### src/rtl/mem_port_arbiter.sv
// rtl/mem_port_arbiter.sv - fetch/data arbiter in front of a single shared memory port
// Optional ARB_ROUND_ROBIN_EN: alternate grants on contention instead of fixed data priority.
module mem_port_arbiter #(
    parameter int ADDR_W = 32,
    parameter int DATA_W = 32
) (
    input  logic              clk_i,
    input  logic              reset_ni,
    input  logic              if_req_i,
    input  logic [ADDR_W-1:0] if_addr_i,
    output logic [DATA_W-1:0] if_rdata_o,
    output logic              if_ready_o,
    input  logic              d_req_i,
    input  logic              d_we_i,
    input  logic [ADDR_W-1:0] d_addr_i,
    input  logic [DATA_W-1:0] d_wdata_i,
    input  logic [2:0]        d_funct3_i,
    output logic [DATA_W-1:0] d_rdata_o,
    output logic              d_ready_o,
    output logic [ADDR_W-1:0] mem_addr_o,
    output logic [DATA_W-1:0] mem_wdata_o,
    output logic [2:0]        mem_funct3_o,
    output logic              mem_read_o,
    output logic              mem_write_o,
    input  logic [DATA_W-1:0] mem_rdata_i,
    input  logic              mem_ready_i,
    output logic              stall_o
);
    typedef enum logic [1:0] {IDLE, D_BUSY, I_BUSY} state_t;

    state_t            state_q, state_d;
    logic [ADDR_W-1:0] addr_q;
    logic [DATA_W-1:0] wdata_q;
    logic              we_q;
    logic [2:0]        funct3_q;
    logic [DATA_W-1:0] if_rdata_q, d_rdata_q;
    logic              if_ready_q, d_ready_q;
    logic              arb_ok, grant_d, grant_i;

    // No new grant while a completion pulse is out; the requester still holds req that cycle.
    assign arb_ok = (state_q == IDLE) & ~if_ready_q & ~d_ready_q;

`ifdef ARB_ROUND_ROBIN_EN
    logic last_d_q;

    always_ff @(posedge clk_i) begin
        if (!reset_ni) begin
            last_d_q <= 1'b0;
        end else if (grant_d) begin
            last_d_q <= 1'b1;
        end else if (grant_i) begin
            last_d_q <= 1'b0;
        end
    end

    always_comb begin
        grant_d = arb_ok & d_req_i & (~if_req_i | ~last_d_q);
        grant_i = arb_ok & if_req_i & ~grant_d;
    end
`else
    always_comb begin
        grant_d = arb_ok & d_req_i;
        grant_i = arb_ok & if_req_i & ~grant_d;
    end
`endif

    always_comb begin
        state_d = state_q;
        case (state_q)
            IDLE: begin
                if (grant_d) begin
                    state_d = D_BUSY;
                end else if (grant_i) begin
                    state_d = I_BUSY;
                end
            end
            D_BUSY, I_BUSY: begin
                if (mem_ready_i) begin
                    state_d = IDLE;
                end
            end
            default: state_d = IDLE;
        endcase
    end

    always_ff @(posedge clk_i) begin
        if (!reset_ni) begin
            state_q    <= IDLE;
            addr_q     <= '0;
            wdata_q    <= '0;
            we_q       <= 1'b0;
            funct3_q   <= 3'b000;
            if_rdata_q <= '0;
            d_rdata_q  <= '0;
            if_ready_q <= 1'b0;
            d_ready_q  <= 1'b0;
        end else begin
            state_q    <= state_d;
            if_ready_q <= (state_q == I_BUSY) & mem_ready_i;
            d_ready_q  <= (state_q == D_BUSY) & mem_ready_i;
            if (grant_d) begin
                addr_q   <= d_addr_i;
                wdata_q  <= d_wdata_i;
                we_q     <= d_we_i;
                funct3_q <= d_funct3_i;
            end else if (grant_i) begin
                addr_q   <= if_addr_i;
                wdata_q  <= '0;
                we_q     <= 1'b0;
                funct3_q <= 3'b010;
            end
            if ((state_q == I_BUSY) && mem_ready_i) begin
                if_rdata_q <= mem_rdata_i;
            end
            if ((state_q == D_BUSY) && mem_ready_i) begin
                d_rdata_q <= mem_rdata_i;
            end
        end
    end

    // The port is driven purely from latched registers so it cannot glitch with requester inputs.
    assign mem_addr_o   = addr_q;
    assign mem_wdata_o  = wdata_q;
    assign mem_funct3_o = funct3_q;
    assign mem_read_o   = (state_q != IDLE) & ~we_q;
    assign mem_write_o  = (state_q != IDLE) & we_q;

    assign if_rdata_o = if_rdata_q;
    assign if_ready_o = if_ready_q;
    assign d_rdata_o  = d_rdata_q;
    assign d_ready_o  = d_ready_q;

    assign stall_o = (if_req_i & ~if_ready_q) | (d_req_i & ~d_ready_q);
endmodule

### config.mk
export PLATFORM = sky130hd
export DESIGN_NAME = mem_port_arbiter
export DESIGN_NICKNAME = d
export VERILOG_FILES = /design/src/rtl/mem_port_arbiter.sv
export SDC_FILE = /design/constraint.sdc
export NUM_CORES = 1
export LEC_CHECK = 0
export BUFFER_PORTS_ARGS = -buffer_cell sky130_fd_sc_hd__buf_4
export CAP_MARGIN = 25
export CORE_ASPECT_RATIO = 2
export CORE_MARGIN = 3
export CORE_UTILIZATION = 45
export DETAILED_ROUTE_END_ITERATION = 7
export PLACE_DENSITY_LB_ADDON = 0.05
export SYNTH_ARGS = -nofsm -noshare
export SYNTH_HDL_FRONTEND = slang
export SYNTH_SLANG_ARGS = --single-unit
### constraint.sdc
create_clock -name clk_i -period 2.6 [get_ports clk_i]
set_clock_uncertainty 0.1 [all_clocks]
set_input_delay 0.65 -clock clk_i [delete_from_list [all_inputs] [get_ports clk_i]]
set_output_delay 0.65 -clock clk_i [all_outputs]
set_load 0.05 [all_outputs]
; ---- Word level (Yosys, flattened, before mapping)
; Cells that the tools add are included.
[totals]
ff_bits = 136
output_inout_bits = 136
in_bits = 137
[op_classes]
muxes = 12
eq_ne = 4
bitwise = 16
reduce_logical = 7
[op_table]
columns = operator, n
row1 = 32-bit two-way mux, 4
row2 = 1-bit bitwise AND, 11
row3 = 2-bit two-way mux, 3
row4 = 3-bit two-way mux, 2
row5 = 1-bit inverter, 4
row6 = 2-bit case mux with 2 select lines, 1
row7 = 2-bit nonzero test, 2
row8 = "3-bit != test, second input constant", 1
row9 = "2-bit by 1-bit == test with 1-bit output, second input constant", 1
row10 = "2-bit == test, second input constant", 1
row11 = 1-bit logical AND, 2
row12 = 2-bit logical NOT, 1
row13 = 1-bit two-way mux, 2
row14 = "2-bit != test, second input constant", 1
row15 = 2-bit AND reduction, 1
row16 = 2-bit OR reduction, 1
row17 = 1-bit OR, 1

; ---- Longest topological paths before layout
; Gate-level depths: netlist of the first run.
[depth]
word_depth = 9
mapped_depth = 10
mapped_depth_nobuf = 6

; ---- Worst setup path before layout of the first run
; Ideal clock, no wire load.
[synth_path]
path_type = input to output
startpoint = input if_req_i
endpoint = output stall_o
arrival_time_ps = 1767
path_buffers = 0
cell_stages = 2
t_required_ps = 1850
setup_slack_ps = 83
path_cell_list = inv_1 > o21ai_0
[synth_between]
elab_chain_cells = 2
[synth_rtl]
columns = item, line
row1 = start: declaration, 9  ; input logic if_req_i,
row2 = 1-bit bitwise AND, 133  ; assign stall_o = (if_req_i & ~if_ready_q) | (d_req_i & ~d_ready_q);
row3 = 1-bit OR, 133
row4 = end: declaration, 27  ; output logic stall_o
; No other way between the ends.

; ---- Final worst setup path of the first run
[layout_path]
startpoint = register state_q[0]
endpoint = output mem_write_o
[layout_between]
elab_chain_cells = 2
[layout_rtl]
columns = item, line
row1 = start: declaration, 31  ; state_t state_q, state_d;
row2 = start signal: assignment, 98  ; state_q <= state_d;
row3 = 2-bit nonzero test, 126  ; assign mem_write_o = (state_q != IDLE) & we_q;
row4 = 1-bit bitwise AND, 126
row5 = end: declaration, 24  ; output logic mem_write_o,
; No other way between the ends.

==> out/results.tsv, run 1 <==
stage	metric	value	unit
timing	Final Hold Viols	0	
grt	vias in the first global route	5170	
cells_and_area	# diodes	0	
timing	Setup Total Neg Slack	0	ns
clock_tree	hold buffers post-CTS	0	
synthesis	share of the synthesized area in the top cell type	0.527	
grt	first-pass GRT wire length	25.1	mm
power	VDD IR max	0.718	mV
timing	Final Cycle Share	0.848	
floorplan	I/O pin count	273	
status	status	finished, final reports clean	
cells_and_area	share of layout cells above drive strength 1	0.376	
min_path	class of the worst hold path	input port to flip-flop	
route	Via density	5.19	
synthesis	Distinct cells, synth	28	
grt	Tot GR Track Use	0.252	
floorplan	initial core utilization	0.466	
place	PortBufs	272	
synthesis	synthesized area	5160	sq um
clock_tree	post-CTS setup buffer count	0	
route	Vias	5165	
synthesis	most frequent cell after synthesis	dfxtp_1	
floorplan	FP Rows	54	
route	Routed WL	16.2	mm
run	Max Cap Viol	0	
place	GP Congestion	0.799	
synthesis	syn nets	728	
power	pwr dens	1090	nW/um^2
clock_tree	TritonCTS clock tree	yes	
floorplan	die height	158	um
clock_tree	TritonCTS Buffers	17	
setup_path	Crit Path Category	flip-flop to primary output	
synthesis	sequential area share after synthesis	0.527	
timing	endpoints failing setup	0	
route	Detailed Route Iter0 Violations	250	
floorplan	core area	11100	sq um
place	Post-DP HPWL	12.0	mm
grt	GRT overflow	0	
clock_tree	Post-CTS Resized	0	
synthesis	Commonest cells post-synth	136 x dfxtp_1, 132 x nand2_1, 64 x a21boi_0	
timing	Slew @ Worst Pin	0.750	ns
clock_tree	CTS root buf	clkbuf_16	
clock_tree	Worst-path clk slew	0.06	ns
setup_path	endpoint type of the worst setup path	primary output	
timing	Slew Viols, Final	0	
synthesis	Gate Count Post-Synth	588	
synthesis	Post-synth EDFFs	0	
cells_and_area	Area Overhead vs Synth	51.9	%
route	# DRC	0	
clock_tree	worst-skew pair later-pin latency	0.40	ns
synthesis	syn_area_per_cell	8.78	sq um
floorplan	die area	12900	sq um
timing	FMAX	0.454	GHz
timing	RSZ-0062 raised after global routing	false	
route	Detail Route Antenna Nets	0	
clock_tree	H-tree levels	4	
route	first-pass iteration count of the detailed router	4	
floorplan	Die Wd	81.8	um
clock_tree	CTS sink count	136	
timing	Rel. slew slack	0.500	
route	Wirelength per Cell	16.3	um
synthesis	Yosys Warn Count	0	
setup_path	CP Max Fanout	5	
timing	Period minus WS final	2.20	ns
synthesis	Synth async-reset ratio	0	
grt	largest net degree at the start of global routing	42	
cells_and_area	Nets	984	
synthesis	Yosys reg bits	136	
synthesis	area leader, netlist	dfxtp_1	
setup_path	CP Data Arrival Time	1.45	ns
power	static leakage	3.58	nW
setup_path	Startpoint Class	flip-flop	
setup_path	Required @ worst endpoint	1.85	ns
grt	antenna violations before repair	0	
synthesis	Synth area leaders	dfxtp_1 53%, nand2_1 9.6%, a21boi_0 9.3%	
clock_tree	clk buf depth	2	
synthesis	Synth Flop Type	dfxtp_1	
power	Final Power	8.55	mW
kinds of logic after synthesis:
family                     after synthesis  share of synthesized area
AOI/OAI and AO/OA                      191                      0.262
and+or+nand+nor                        183                      0.141
DFF                                    136                      0.527
buffers and inverters                   75                     0.0623
adders and majority gates                3                    0.00727
flip-flops by register name, indices dropped and copies added (netlist names):
register and count:
mem_addr_o 32, if_ready_o 1, mem_wdata_o 32, d_ready_o 1, state_q 2, mem_funct3_o 3
d_rdata_o 32, if_rdata_o 32, we_q 1
critical path, stage by stage (launching register included):
cell and delay, ns:
dfxtp_1 0.36, inv_1 0.07, ha_1 0.27, nor2b_1 0.13, buf_4 0.21
worst paths after layout:
check | end | depth (start not counted) | start | slack (ns)
worst max register to register | mem_addr_o[26] | 5 | state_q[0] | 0.42
worst max-delay path | mem_write_o | 4 | state_q[0] | 0.40
worst min-delay path | mem_wdata_o[24] | 2 | d_wdata_i[24] | 0.35
worst min register to register | if_rdata_o[21] | 2 | if_rdata_o[21] | 0.36
power by group:
| group | leakage, nW | internal (mW) | switching, mW |
|---|---|---|---|
| Combinational | 2.19 | 1.06 | 2.44 |
| Sequential | 1.11 | 2.50 | 0.225 |
| Clock | 0.276 | 1.41 | 0.913 |
cells in the final DEF (no fill, tap or decap), types with 9 or more instances in the layout:
cell and count:
a21oi_1 23, dfxtp_1 136, o21ai_0 34, buf_4 286
a22o_1 35, nand2_1 132, a221oi_1 9, a211oi_1 23
a21boi_0 64, clkbuf_16 17, inv_1 26, nor2_1 35
layer usage:
metal | wire [um] | track usage | vias to the layer above
met2 | 8770 | 0.454 | 213
met4 | 456 | 0.0990 | 0
met1 | 5710 | 0.264 | 2421
met3 | 1310 | 0.0785 | 27
met5 | 0 | 0 | -
li1 | - | - | 2504
metrics by stage:
| stage | instance area [sq um] | utilization | setup slack [ns] | std cells | hold slack, ns |
|---|---|---|---|---|---|
| detailed placement | 7270 | 0.656 | 0.295 | 965 | 0.356 |
| floorplan | 5160 | - | 0.0831 | 588 | 0.356 |
| global placement | 7270 | 0.656 | 0.315 | 965 | 0.349 |
| finish | 7850 | 0.708 | 0.396 | 996 | 0.345 |
| global route | 7850 | 0.708 | 0.266 | 996 | 0.329 |
| CTS | 7850 | 0.708 | 0.381 | 996 | 0.331 |
cell type report:
class	instances	area, sq um
inverter	26	97.6
clock inverter	14	150
timing repair buffer	286	2150
sequential	136	2720
clock buffer	17	425
fill	922	3230
tap	140	175
multi-input combinational	377	2130
No activity file was read; power rests on OpenSTA's default activity.
==> run 2: changes to the inputs <==
==> constraint.sdc (replaced) <==
create_clock -name clk_i -period 2.1 [get_ports clk_i]
set_clock_uncertainty 0.1 [all_clocks]
set_input_delay 0.525 -clock clk_i [delete_from_list [all_inputs] [get_ports clk_i]]
set_output_delay 0.525 -clock clk_i [all_outputs]
set_load 0.05 [all_outputs]
==> run 2 against run 1 <==
Largest cell class unchanged. Wire length up 0.18%. Die area unchanged. Count of clock-buffer cells in the layout unchanged. Worst hold slack worse by 0.12 ns. Critical endpoint is now mem_addr_o[25]. Via count up 0.54%.
==> out/results.tsv, run 2 (synthesis results as in run 1) <==
stage	metric	value	unit	change
status	status	finished, final reports clean		unchanged
clock_tree	post-CTS setup buffer count	0		unchanged
timing	Period minus WS final	1.95	ns	
place	Post-DP HPWL	12.0	mm	about the same
grt	vias in the first global route	5206		was 5170
setup_path	Buf/Inv on CP	3		was 2
clock_tree	worst-skew pair later-pin latency	0.40	ns	about the same
cells_and_area	commonest non-fill, non-tap cell in the layout	buf_4		unchanged
place	placed cell area	7330	sq um	was 7270 sq um
setup_path	CP peak stage delay	0.36	ns	about the same
cells_and_area	# diodes	0		unchanged
cells_and_area	Post-Layout Inst Area	7900	sq um	was 7850 sq um
power	Combinational Power Share	0.414		was 0.409
route	Vias	5193		was 5165
floorplan	core area	11100	sq um	unchanged
timing	Final Hold Viols	0		unchanged
timing	FMAX	0.512	GHz	
setup_path	endpoint type of the worst setup path	flip-flop		was primary output
setup_path	Required @ worst endpoint	2.34	ns	was 1.85 ns
clock_tree	hold buffers post-CTS	0		unchanged
setup_path	Top delay family on crit path	simple AND/OR/NAND/NOR gates		was flip-flops
grt	largest net degree at the start of global routing	47		was 42
place	GP Congestion	0.789		was 0.799
clock_tree	CTS sink count	136		unchanged
grt	first-pass GRT wire length	25.1	mm	about the same
setup_path	Crit Path Category	flip-flop to flip-flop		was flip-flop to primary output
clock_tree	CTS root buf	clkbuf_16		unchanged
timing	Rel. slew slack	0.730		was 0.500
floorplan	initial core utilization	0.466		unchanged
route	Detail Route Antenna Nets	0		unchanged
cells_and_area	Area Overhead vs Synth	52.9	%	was 51.9%
route	Routed WL	16.3	mm	was 16.2 mm
setup_path	crit path max-delay cell type	or3b_1		was dfxtp_1
power	Clk pwr share	0.267		was 0.272
power	switching power	4.50	mW	was 3.58 mW
power	internal power	6.12	mW	was 4.97 mW
floorplan	FP Rows	54		unchanged
route	first-pass iteration count of the detailed router	4		unchanged
cells_and_area	share of layout cells above drive strength 1	0.385		was 0.376
setup_path	crit path cell chain	inv_2 > ha_4 > or3b_1 > buf_4 > nor2_1 > buf_4 > o21ai_0 > nor2_1		was inv_1 > ha_1 > nor2b_1 > buf_4
route	Via density	5.20		was 5.19
clock_tree	Worst-path clk slew	0.06	ns	about the same
clock_tree	H-tree levels	4		unchanged
timing	Slew @ Worst Pin	0.406	ns	was 0.750 ns
power	Final Power	10.6	mW	was 8.55 mW
cells_and_area	commonest non-fill, non-tap cells in the layout	286 x buf_4, 132 x nand2_1, 132 x dfxtp_1		was 286 x buf_4, 136 x dfxtp_1, 132 x nand2_1
power	sw frac	0.424		was 0.418
power	static leakage	3.60	nW	was 3.58 nW
run	Max Cap Viol	0		unchanged
timing	Hold WS	0.226	ns	was 0.345 ns
floorplan	die height	158	um	unchanged
timing	Slew Viols, Final	0		unchanged
route	Wirelength per Cell	16.3	um	about the same
setup_path	Startpoint Class	flip-flop		unchanged
clock_tree	clk buf depth	2		unchanged
power	VDD IR max	1.22	mV	was 0.718 mV
setup_path	CP Max Fanout	24		was 5
power	sequential power share	0.319		about the same
grt	antenna violations before repair	0		unchanged
route	# DRC	0		unchanged
cells_and_area	Nets	986		was 984
route	Detailed Route Iter0 Violations	251		was 250
place	PortBufs	272		unchanged
cells_and_area	# fillers	933		was 922
clock_tree	Post-CTS Resized	0		unchanged
timing	endpoints failing setup	0		unchanged
grt	Tot GR Track Use	0.251		was 0.252
timing	RSZ-0062 raised after global routing	false		unchanged
floorplan	Die Wd	81.8	um	unchanged
grt	GRT overflow	0		unchanged
setup_path	CP Data Arrival Time	2.19	ns	was 1.45 ns
floorplan	die area	12900	sq um	unchanged
power	pwr dens	1350	nW/um^2	was 1090 nW/um^2
clock_tree	TritonCTS Buffers	17		unchanged
min_path	class of the worst hold path	input port to flip-flop		unchanged
clock_tree	TritonCTS clock tree	yes		unchanged
floorplan	I/O pin count	273		unchanged
timing	Final Cycle Share	0.930		
[run 2: cell types whose count changed in the layout (fill, tap and decap cells not counted), moves of 2 or more]
| cell | previous run | this run |
|---|---|---|
| dfxtp_2 | 0 | 4 |
| inv_6 | 3 | 5 |
| dfxtp_1 | 136 | 132 |
| buf_12 | 0 | 2 |
| inv_1 | 26 | 24 |
| inv_2 | 0 | 2 |
[run 2: worst paths after layout]
kind	startpoint	endpoint	slack, ns	cells past startpoint
setup / recovery	state_q[1]	mem_addr_o[25]	0.15	8
hold / removal	d_funct3_i[2]	mem_funct3_o[2]	0.23	2
setup reg to reg	state_q[1]	mem_addr_o[25]	0.15	8
hold reg to reg	d_rdata_o[18]	d_rdata_o[18]	0.36	2
[run 2: layer usage]
metal,track usage,wire [um]
met1,0.268,5910
met2,0.438,8500
met3,0.0750,1310
met4,0.119,550
met5,0,0
[run 2: final cells by class]
type                    instances  area (sq um)  area share
well taps                     140           175      0.0222
clock buffers                  17           425      0.0539
clock inverters                15           144      0.0182
multi-input cells             377          2140       0.271
inverters                      26          97.6      0.0124
repair buffers                288          2190       0.277
flip-flops and latches        136          2730       0.345
[run 2: per-stage QoR]
stage	util	setup TNS [ns]	instances	worst slack (ns)
3_3_place_gp	0.661	0	967	0.161
4_1_cts	0.713	0	999	0.131
6_report	0.713	0	999	0.147
3_5_place_dp	0.661	0	967	0.106
5_1_grt	0.713	0	999	0.00961
2_1_floorplan	-	-1.17	588	-0.0391
[run 2: power groups by stage]
stage,Sequential [mW],Clock (mW),Combinational [mW]
after floorplan,5.08,0,1.32
after global placement,3.42,0,4.35
after detailed placement,3.43,0,4.42
after CTS,3.39,2.89,4.43
after global routing,3.45,3.02,4.66
final,3.39,2.84,4.40
